## src/rtl/gpio_pkg.sv

```systemverilog
// Shared definitions for the GPIO controller: address width, register
// offsets and the bus handshake state encoding.
package gpio_pkg;

    localparam int unsigned ADDR_W = 5;

    localparam logic [ADDR_W-1:0] GPIO_DOUT   = 5'h00;
    localparam logic [ADDR_W-1:0] GPIO_DIR    = 5'h04;
    localparam logic [ADDR_W-1:0] GPIO_DIN    = 5'h08;
    localparam logic [ADDR_W-1:0] GPIO_IE     = 5'h0C;
    localparam logic [ADDR_W-1:0] GPIO_RISE   = 5'h10;
    localparam logic [ADDR_W-1:0] GPIO_FALL   = 5'h14;
    localparam logic [ADDR_W-1:0] GPIO_STATUS = 5'h18;

    typedef enum logic {
        ST_IDLE = 1'b0,
        ST_ACK  = 1'b1
    } bus_state_t;

endpackage

```

## src/rtl/gpio_sync.sv

```systemverilog
// Multi-stage flop synchroniser for asynchronous pad inputs; the chain
// clears to zero on reset.
module gpio_sync #(
    parameter int unsigned WIDTH  = 8,
    parameter int unsigned STAGES = 2
) (
    input  logic             clk,
    input  logic             reset_n,
    input  logic [WIDTH-1:0] din,
    output logic [WIDTH-1:0] dout
);

    logic [WIDTH-1:0] chain [STAGES];

    always_ff @(posedge clk or negedge reset_n) begin
        if (!reset_n) begin
            chain <= '{default: '0};
        end else begin
            chain[0] <= din;
            for (int unsigned i = 1; i < STAGES; i++) begin
                chain[i] <= chain[i-1];
            end
        end
    end

    assign dout = chain[STAGES-1];

endmodule

```

## src/rtl/gpio_ctrl.sv

```systemverilog
// Memory-mapped GPIO controller: pad drive registers, synchronised
// readback, edge-detect status with W1C clear and a level interrupt.
module gpio_ctrl
    import gpio_pkg::*;
#(
    parameter int unsigned NUM_GPIO    = 8,
    parameter int unsigned SYNC_STAGES = 2
) (
    input  logic                clk,
    input  logic                reset_n,
    input  logic                sel_i,
    input  logic                we_i,
    input  logic [ADDR_W-1:0]   addr_i,
    input  logic [31:0]         wdata_i,
    output logic [31:0]         rdata_o,
    output logic                ack_o,
    output logic [NUM_GPIO-1:0] gpio_oe,
    output logic [NUM_GPIO-1:0] gpio_out,
    input  logic [NUM_GPIO-1:0] gpio_in,
    output logic                irq_o
);

    bus_state_t          state;
    logic [NUM_GPIO-1:0] dout, dir, ie, rise_en, fall_en, status;
    logic [NUM_GPIO-1:0] din_s, din_d;
    logic [NUM_GPIO-1:0] evt, w1c, wmask;
    logic [ADDR_W-1:0]   word_addr;
    logic [31:0]         rd_mux;
    logic                wr_en, irq;
    logic                unused_bits;

    assign unused_bits = ^{addr_i[1:0], wdata_i};

    gpio_sync #(
        .WIDTH  (NUM_GPIO),
        .STAGES (SYNC_STAGES)
    ) u_sync (
        .clk     (clk),
        .reset_n (reset_n),
        .din     (gpio_in),
        .dout    (din_s)
    );

    assign word_addr = {addr_i[ADDR_W-1:2], 2'b00};
    assign wr_en     = (state == ST_IDLE) && sel_i && we_i;
    assign wmask     = wdata_i[NUM_GPIO-1:0];

    always_comb begin
        rd_mux = '0;
        case (word_addr)
            GPIO_DOUT:   rd_mux = 32'(dout);
            GPIO_DIR:    rd_mux = 32'(dir);
            GPIO_DIN:    rd_mux = 32'(din_s);
            GPIO_IE:     rd_mux = 32'(ie);
            GPIO_RISE:   rd_mux = 32'(rise_en);
            GPIO_FALL:   rd_mux = 32'(fall_en);
            GPIO_STATUS: rd_mux = 32'(status);
            default:     rd_mux = '0;
        endcase
    end

    // New events are OR-ed in after the clear so a same-cycle event wins.
    assign evt = (din_s & ~din_d & rise_en) | (~din_s & din_d & fall_en);
    assign w1c = (wr_en && word_addr == GPIO_STATUS) ? wmask : '0;

    always_ff @(posedge clk or negedge reset_n) begin
        if (!reset_n) begin
            state   <= ST_IDLE;
            ack_o   <= 1'b0;
            rdata_o <= '0;
        end else begin
            case (state)
                ST_IDLE: begin
                    if (sel_i) begin
                        state   <= ST_ACK;
                        ack_o   <= 1'b1;
                        rdata_o <= we_i ? '0 : rd_mux;
                    end else begin
                        ack_o   <= 1'b0;
                        rdata_o <= '0;
                    end
                end
                ST_ACK: begin
                    state   <= ST_IDLE;
                    ack_o   <= 1'b0;
                    rdata_o <= '0;
                end
                default: begin
                    state   <= ST_IDLE;
                    ack_o   <= 1'b0;
                    rdata_o <= '0;
                end
            endcase
        end
    end

    always_ff @(posedge clk or negedge reset_n) begin
        if (!reset_n) begin
            dout    <= '0;
            dir     <= '0;
            ie      <= '0;
            rise_en <= '0;
            fall_en <= '0;
            status  <= '0;
            din_d   <= '0;
            irq     <= 1'b0;
        end else begin
            din_d  <= din_s;
            status <= (status & ~w1c) | evt;
            irq    <= |(status & ie);
            if (wr_en) begin
                case (word_addr)
                    GPIO_DOUT: dout    <= wmask;
                    GPIO_DIR:  dir     <= wmask;
                    GPIO_IE:   ie      <= wmask;
                    GPIO_RISE: rise_en <= wmask;
                    GPIO_FALL: fall_en <= wmask;
                    default:   ;
                endcase
            end
        end
    end

    assign gpio_oe  = dir;
    assign gpio_out = dout;
    assign irq_o    = irq;

endmodule

```

## config.mk

```make
export PLATFORM = sky130hd
export DESIGN_NAME = gpio_ctrl
export DESIGN_NICKNAME = d
export VERILOG_FILES = /design/src/rtl/gpio_pkg.sv /design/src/rtl/gpio_sync.sv /design/src/rtl/gpio_ctrl.sv
export SDC_FILE = /design/constraint.sdc
export NUM_CORES = 1
export LEC_CHECK = 0
export BUFFER_PORTS_ARGS = -buffer_cell sky130_fd_sc_hd__clkbuf_2
export CORE_UTILIZATION = 47
export DETAILED_ROUTE_END_ITERATION = 8
export PLACE_DENSITY_LB_ADDON = 0.12
export SKIP_LAST_GASP = 1
export SLEW_MARGIN = 10
export SYNTH_ARGS = -nofsm -noshare
export SYNTH_HDL_FRONTEND = slang
export SYNTH_SLANG_ARGS = --single-unit
```

## constraint.sdc

```tcl
create_clock -name clk -period 1.5 [get_ports clk]
set_input_delay 0.075 -clock clk [delete_from_list [all_inputs] [get_ports clk]]
set_output_delay 0.075 -clock clk [all_outputs]
set_load 0.01 [all_outputs]
```

* Yosys cells after proc, flatten, opt, wreduce, memory -nomap -nowiden *
Index checks and enable logic that the tools add are counted.
Widths: inputs -> output; s select.

storage, ports and cells
  flip-flop bits (word level) = 106
  input bits = 49
  output and inout bits = 50
  logic and storage cells = 47

operators by class
  eq/ne operators = 6
  multiplexer cells = 7
  bitwise logic cells = 12
  reductions and logical operators = 10

operators with widths
  cell                count
  $mux 32             2
  $pmux 32 s2         1
  $pmux 8 s7          1
  $and 8x8->8         6
  $not 8->8           3
  $or 8x8->8          2
  $reduce_and 2->1    5
  $eq 3x3->1 const B  3
  $mux 8              1
  $reduce_or 8->1     1
  $eq 3x2->1 const B  2
  $logic_not 5->1     1
  $eq 3x1->1 const B  1
  $logic_and 1x1->1   3
  $pmux 1 s2          1
  $mux 1              1
  $not 1->1           1

* Depth between registers and ports, before layout *
Gate-level depths: netlist (run 1).

  depth in word-level cells = 8
  depth in mapped cells = 5
  gate-level depth less buffers = 4

* Modules after synthesis *
A second synthesis (run 1) with hierarchy kept.

second synthesis, totals
  cell total of the unflattened synthesis = 300
  area, all modules = 3,669.8 um^2

modules (own cells, without submodules)
  module     times used  cells each  area an instance (um^2)  sequential area each (um^2)
  gpio_ctrl  1           276         3,209.3                  1,651.6
  gpio_sync  1           24          460.4                    400.4

* Worst setup path before layout (run 1) *
Ideal clock, no wire load.

  kind = flip-flop to flip-flop
  start point = register state
  end point = register fall_en[0]
  setup time = 0.125 ns
  arrival time = 1.407 ns
  data required time = 1.375 ns
  path slack = -0.031 ns
  stages on the path, launching flop included = 5
  path buffers = 0
  clock period less this slack = 1.531 ns
  cells stage by stage = dfrtp_1 nand2b_1 nor3b_4 nand3_2 mux2_2

on the way
  longest elaborated chain between the ends = 4

RTL lines
  item                               RTL line          text
  start: declaration                 gpio_ctrl.sv:23   bus_state_t state;
  start signal: assignment           gpio_ctrl.sv:68   state <= ST_IDLE;
  start signal: assignment           gpio_ctrl.sv:75   state <= ST_ACK;
  start signal: assignment           gpio_ctrl.sv:84   state <= ST_IDLE;
  $not 1->1                          --
  $logic_and 1x1->1 (2 in a row)     gpio_ctrl.sv:45   assign wr_en = (state == ST_IDLE) && sel_i && we_i;
  $reduce_and 2->1 (no source line)  --
  end signal: assignment             gpio_ctrl.sv:117  GPIO_FALL: fall_en <= wmask;
  end: declaration                   gpio_ctrl.sv:24   logic [NUM_GPIO-1:0] dout, dir, ie, rise_en, fall_en, status;

No other way between the ends.
A chain may end at the register's enable or synchronous reset.

* Worst setup path after layout (run 1) *
  start point = register state
  end point = register ie[4]

on the way
  longest elaborated chain between the ends = 4

RTL lines
  item                               RTL line          text
  $not 1->1                          --
  $logic_and 1x1->1 (2 in a row)     gpio_ctrl.sv:45
  $reduce_and 2->1 (no source line)  --
  end signal: assignment             gpio_ctrl.sv:115  GPIO_IE: ie <= wmask;
  end: declaration                   gpio_ctrl.sv:24

No other way between the ends.

==> results.tsv, run 1 <==
stage	metric	value	unit
floorplanning	die-height	88.98	um
route	post_drt_via_cell_ratio	5.182	
floorplanning	start_util	48.76	%
setup_path	crit_buf_inv	2	
sta	setup_viol	9	
layout	layout_commonest_cell	dfrtp_1	
layout	multi_input_area	0.001446	mm^2
placement	dp_slack	-100.2	ps
cts	post_cts_buffers	0	
global_routing	grt_max_degree	55	
logic_synthesis	synth.area.top_cells	dfrtp_1 58%, mux2_2 17%, buf_4 5.1%	
layout	stdcell_count	461	
global_routing	grt_overflow	0	
setup_path	cpMostUsedCell	buf_6	
cts	cts_sinks	82	
sta	fin_skew	8.413	ps
logic_synthesis	netlist_instances	273	
flow_run	maxCapViolCount	0	
placement	portBuffers	48	
logic_synthesis	yosys.area.top_type	dfrtp_1	
setup_path	start_kind	flop	
cts	cts_tree	done	
sta	finalMaxSlewViolations	0	
cts	clock_latency	350	ps
setup_path	path_max_fanout	4	
setup_path	end_kind	flop	
route	drc_errors	0	
sta	layout_min_cycle_time	1521	ps
sta	tightest_slew	604.7	ps
logic_synthesis	synthesis.area	0.003556	mm^2
logic_synthesis	ys_ff_latch	82	
layout	final_net_count	406	
run_status	violations	setup timing	
setup_path	path_class	flop to flop	
layout	syn_to_final_growth	24.91	%
cts	cts-htree-levels	3	
layout	final_cell_mix	82 x dfrtp_1, 47 x mux2_2, 47 x clkbuf_2, 24 x conb_1, 17 x nand2_1	
route	routed-via-count	2389	
layout	n_antenna_cell	0	
floorplanning	io-pin-count	99	
sta	fin_crit_sh	101.4	%
layout	nFillCells	605	
logic_synthesis	synth_cell_types	30	
setup_path	critPathRequiredTime	1730	ps
run_status	outcome	finished with violations	
setup_path	crit_path_max_incr_delay	390	ps
global_routing	grt_pass1_wl	12.10	mm
placement	gp_congestion	0.7765	
logic_synthesis	seq_area_frac_synth	57.71	%
cts	path_clk_slew	80	ps
logic_synthesis	synth.avg_cell_area	13.03	um^2
logic_synthesis	yosysWarnings	0	
pwr	peakVddDrop	909.3	uV
global_routing	first_global_vias	2330	
cts	cts-root-buf	clkbuf_8	
worst_hold_path	min_path_type	primary input to flop	
pwr	p_per_area	1247	mW/mm^2
sta	hold_viol	0	
placement	dp.cells	436	
global_routing	globalRouteTotalUtil	21.38	%
sta	fmax	657.5	MHz
cts	numCtsBuffers	9	
floorplanning	rows	31	
setup_path	crit_arrival	1750	ps
floorplanning	fp.dieArea	0.007917	mm^2
floorplanning	core	0.007292	mm^2
cts	clock_path_buffers	2	
route	drt_first_pass_iters	4	
sta	worst_hold_slack	55.01	ps
sta	post-route-worst-setup-slack	-20.97	ps
sta	rsz0062_at_grt	yes	
setup_path	cp_top_family	simple AND/OR/NAND/NOR gates	
global_routing	antenna_found_initial	0	
setup_path	cpMaxStageDelayCell	dfrtp_1	
route	routedWlPerCell	16.43	um
placement	dp_hpwl	5.091	mm
pwr	cellLeakagePower	2.079	nW
floorplanning	die_w	88.98	um
sta	slew_headroom	59.54	%
layout	drive_above_1_share	42.27	%
route	wirelength	7.575	mm
route	postRouteAntennaNets	0	
route	first_iter_violations	116	
logic_synthesis	synth_top_cell_area_share	57.71	%
layout	ff_latch_area	0.002052	mm^2
setup_path	worstPathCellList	buf_6 -> nand4b_4 -> nor3b_4 -> buf_6 -> mux2_4	
power by group:
part           internal (mW)  switching (mW)  total [mW]
Combinational          0.545           0.434       0.979
Clock                  0.985           0.798        1.78
Sequential              2.54           0.242        2.78
Total                   4.07            1.47        5.54
synthesized netlist by cell type:
| cell | number |
|---|---|
| a21oi_1 | 15 |
| nor3b_4 | 2 |
| a222oi_1 | 7 |
| nand4_1 | 1 |
| mux2i_1 | 1 |
| nor3b_2 | 1 |
| nand3_2 | 1 |
| a21o_1 | 8 |
| dfrtp_1 | 82 |
| mux2_2 | 55 |
| nand2b_1 | 8 |
| clkbuf_1 | 4 |
| a22oi_1 | 4 |
| a22o_1 | 1 |
| nor2_1 | 3 |
| nand2_1 | 17 |
| nand4b_2 | 1 |
| o21ai_0 | 15 |
| nand3b_1 | 8 |
| a211oi_1 | 1 |
| buf_4 | 24 |
| and2_1 | 1 |
| nor2b_1 | 2 |
| and2b_1 | 1 |
| buf_2 | 3 |
| a311o_1 | 1 |
| conb_1 | 1 |
| nand2_2 | 3 |
| inv_1 | 1 |
| a221oi_1 | 1 |
logic make-up (layout without fill, tap and decap cells):
| kind of cell | Yosys count | in the layout | share of synthesized area (%) |
|---|---|---|---|
| mux | 56 | 56 | 17.70 |
| other cells | 1 | 24 | 0.1055 |
| flops | 82 | 82 | 57.71 |
| buf+inv | 32 | 98 | 6.016 |
| compound gates | 53 | 53 | 9.712 |
| simple gates | 49 | 49 | 8.762 |
timing repair:
action,CTS,global route
gates resized for setup,14,10
hold endpoints to repair,90,0
hold buffers,9,0
pin swaps,2,1
setup endpoints to repair,49,43
per-stage QoR:
stage          utilization (%)  total power [mW]  cell area, um^2  setup TNS [ps]
6_report                 60.91             5.539             4442          -79.96
5_1_grt                  60.91             5.827             4442           -1425
4_1_cts                  60.30             5.582             4397           -1360
3_5_place_dp             55.18             3.739             4024           -1166
3_3_place_gp             55.18             3.707             4024          -657.9
2_1_floorplan                -             3.376             3650               0
final timing paths:
path / start / to / slack (ps) / cells past startpoint
max: state / ie[4] / -20 / 5
min: wdata_i[7] / ie[7] / 60 / 2
max reg2reg: state / ie[4] / -20 / 5
min reg2reg: u_sync.chain[8] / u_sync.dout[0] / 340 / 0
max in group asynchronous: reset_n / gpio_out[4] / 980 / 3
min in group asynchronous: reset_n / u_sync.dout[2] / 220 / 3
layer usage:
metal,global-route usage [%],part of all wire [%],vias to the layer above
met5,0,0,-
met4,7.937,2.0,0
met3,4.617,4.9,15
met2,32.87,46,82
met1,30.09,47,1183
li1,-,-,1109
state kept, by name (all words and copies together), names as in the netlist:
signal,count
rdata_o,8
gpio_out,8
irq_o,1
din_d,8
u_sync.dout,8
rise_en,8
gpio_oe,8
ie,8
u_sync.chain,8
fall_en,8
status,8
state,1
layout make-up:
class	count	share of cell area [%]
Tap cell	99	2.789
Clock buffer	10	3.099
Clock inverter	6	2.028
Inverter	1	0.08451
Multi-Input combinational cell	182	32.56
Sequential cell	82	46.20
Timing Repair Buffer	81	13.24
(Power assumes the default switching activity.)
==> run 2: changes to the inputs <==
--- a/config.mk
+++ b/config.mk
@@ -9,7 +9,6 @@
 export CORE_UTILIZATION = 47
 export DETAILED_ROUTE_END_ITERATION = 8
 export PLACE_DENSITY_LB_ADDON = 0.12
-export SKIP_LAST_GASP = 1
 export SLEW_MARGIN = 10
 export SYNTH_ARGS = -nofsm -noshare
 export SYNTH_HDL_FRONTEND = slang
==> run 2 against run 1 <==
Compared with the run above:
- the run still ends with setup timing left
- sequential power barely moved
- global-route usage did not move
- via count did not move
- largest power group unchanged
- register-to-register slack barely moved
- critical endpoint unchanged
- die area did not move
- worst setup slack improved by 0.57 ps
- cell count did not move
- clock skew did not move
- total power barely moved
- non-clock buffer count did not move
==> results.tsv, run 2 (synthesis results as in run 1) <==
stage	metric	value	unit	change
setup_path	worstPathCellList	buf_6 -> nand4b_4 -> nor3b_4 -> buf_6 -> mux2_4		
route	drc_errors	0		unchanged
sta	fmax	657.7	MHz	about the same
cts	cts-htree-levels	3		unchanged
global_routing	grt_overflow	0		unchanged
sta	post-route-worst-setup-slack	-20.41	ps	+0.5685 ps
route	top_layer_used	met4		
setup_path	path_max_fanout	4		unchanged
setup_path	cpMaxStageDelayCell	dfrtp_1		
route	wl_met1	3.530	mm	unchanged
route	wl_met3	372	um	unchanged
setup_path	path_class	flop to flop		
setup_path	crit_path_max_incr_delay	390	ps	about the same
global_routing	first_global_vias	2330		unchanged
layout	stdcell_count	461		unchanged
layout	drive_above_1_share	42.27	%	unchanged
pwr	peakVddDrop	909.3	uV	about the same
pwr	p_per_area	1247	mW/mm^2	about the same
layout	postLayoutCoreUtil	60.91	%	unchanged
cts	post_cts_buffers	0		unchanged
pwr	cellLeakagePower	2.079	nW	about the same
run_status	violations	setup timing		
cts	cts_sinks	82		unchanged
sta	hold_viol	0		unchanged
global_routing	antenna_found_initial	0		unchanged
sta	tightest_slew	604.7	ps	+0.00005960 ps
layout	n_antenna_cell	0		unchanged
setup_path	cpMostUsedCell	buf_6		
placement	dp.cells	436		unchanged
route	routed-via-count	2389		unchanged
sta	fin_skew	8.413	ps	unchanged
sta	layout_min_cycle_time	1520	ps	-0.5685 ps
cts	numCtsBuffers	9		unchanged
route	postRouteAntennaNets	0		unchanged
floorplanning	io-pin-count	99		unchanged
sta	setup_viol	9		unchanged
floorplanning	die_w	88.98	um	unchanged
cts	clock_latency	350	ps	about the same
floorplanning	fp.dieArea	0.007917	mm^2	unchanged
cts	clock_path_buffers	2		unchanged
route	post_drt_via_cell_ratio	5.182		unchanged
sta	fin_crit_sh	101.4	%	about the same
sta	rsz0062_at_grt	yes		
floorplanning	die-height	88.98	um	unchanged
worst_hold_path	min_path_type	primary input to flop		
floorplanning	rows	31		unchanged
route	met2_length	3.521	mm	about the same
setup_path	end_kind	flop		
setup_path	critPathRequiredTime	1730	ps	about the same
placement	dp_slack	-100.2	ps	unchanged
layout	final_cell_mix	82 x dfrtp_1, 47 x mux2_2, 47 x clkbuf_2, 24 x conb_1, 17 x nand2_1		
floorplanning	start_util	48.76	%	unchanged
layout	syn_to_final_growth	24.91	%	unchanged
sta	slew_headroom	59.54	%	unchanged
cts	cts_tree	done		
setup_path	start_kind	flop		
sta	finalMaxSlewViolations	0		unchanged
floorplanning	core	0.007292	mm^2	unchanged
placement	portBuffers	48		unchanged
cts	path_clk_slew	80	ps	about the same
layout	final_net_count	406		unchanged
cts	cts-root-buf	clkbuf_8		
placement	gp_congestion	0.7765		unchanged
global_routing	grt_max_degree	55		unchanged
route	routedWlPerCell	16.43	um	unchanged
setup_path	crit_arrival	1750	ps	about the same
route	drt_first_pass_iters	4		unchanged
pwr	report.power.total	5.539	mW	about the same
placement	dp_hpwl	5.091	mm	unchanged
layout	layout_commonest_cell	dfrtp_1		
route	first_iter_violations	116		unchanged
global_routing	grt_pass1_wl	12.10	mm	unchanged
route	wirelength	7.575	mm	unchanged
run_status	outcome	finished with violations		
flow_run	maxCapViolCount	0		unchanged
global_routing	globalRouteTotalUtil	21.38	%	unchanged
==> run 2: cell counts in the layout (fill, tap and decap cells not counted) <==
Identical to the previous run, type by type.
==> run 2: area by class of cell <==
class	instances	area (um^2)
well taps	99	123.9
inverters	1	3.754
clock buffers	10	137.6
multi-input cells	182	1446
flip-flops and latches	82	2052
fillers	605	2850
repair buffers	81	588.1
clock inverters	6	90.09
==> run 2: worst paths after layout <==
kind,from,end,slack (ps),depth (start not counted)
setup / recovery,state,ie[4],-20,5
hold / removal,wdata_i[7],ie[7],60,2
setup reg to reg,state,ie[4],-20,5
hold reg to reg,u_sync.chain[8],u_sync.dout[0],340,0
max in group asynchronous,reset_n,gpio_out[4],980,3
min in group asynchronous,reset_n,u_sync.dout[2],220,3
==> run 2: routing by layer <==
layer,track usage (%),up-vias
li1,-,1109
met1,30.09,1183
met2,32.87,82
met3,4.617,15
met4,7.937,0
met5,0,-
==> run 2: worst max-delay path, delay by kind of cell (launching register included) <==
kind	cells	cell delay, ps
simple gates	2	420
flops	1	390
mux	1	300
buf+inv	2	280
==> run 2: per-stage QoR <==
step	TNS [ps]	hold slack [ps]	cell area (um^2)
2_1_floorplan	0	-220.6	3650
3_3_place_gp	-657.9	45.17	4024
3_5_place_dp	-1166	47.86	4024
4_1_cts	-1360	37.17	4397
5_1_grt	-1420	58.28	4442
6_report	-74.72	55.01	4442
==> run 2: report_power, final <==
group          total, mW  internal (mW)  switching (mW)
Sequential          2.78           2.54           0.242
Combinational      0.979          0.545           0.434
Clock               1.78          0.985           0.798
==> run 2: what timing repair did <==
| item | in CTS | in global routing |
|---|---|---|
| gates resized for setup | 14 | 10 |
| pin swaps | 2 | 2 |
| hold buffers | 9 | 0 |
| endpoints found under the setup margin | 49 | 43 |
| endpoints found under the hold margin | 90 | 0 |
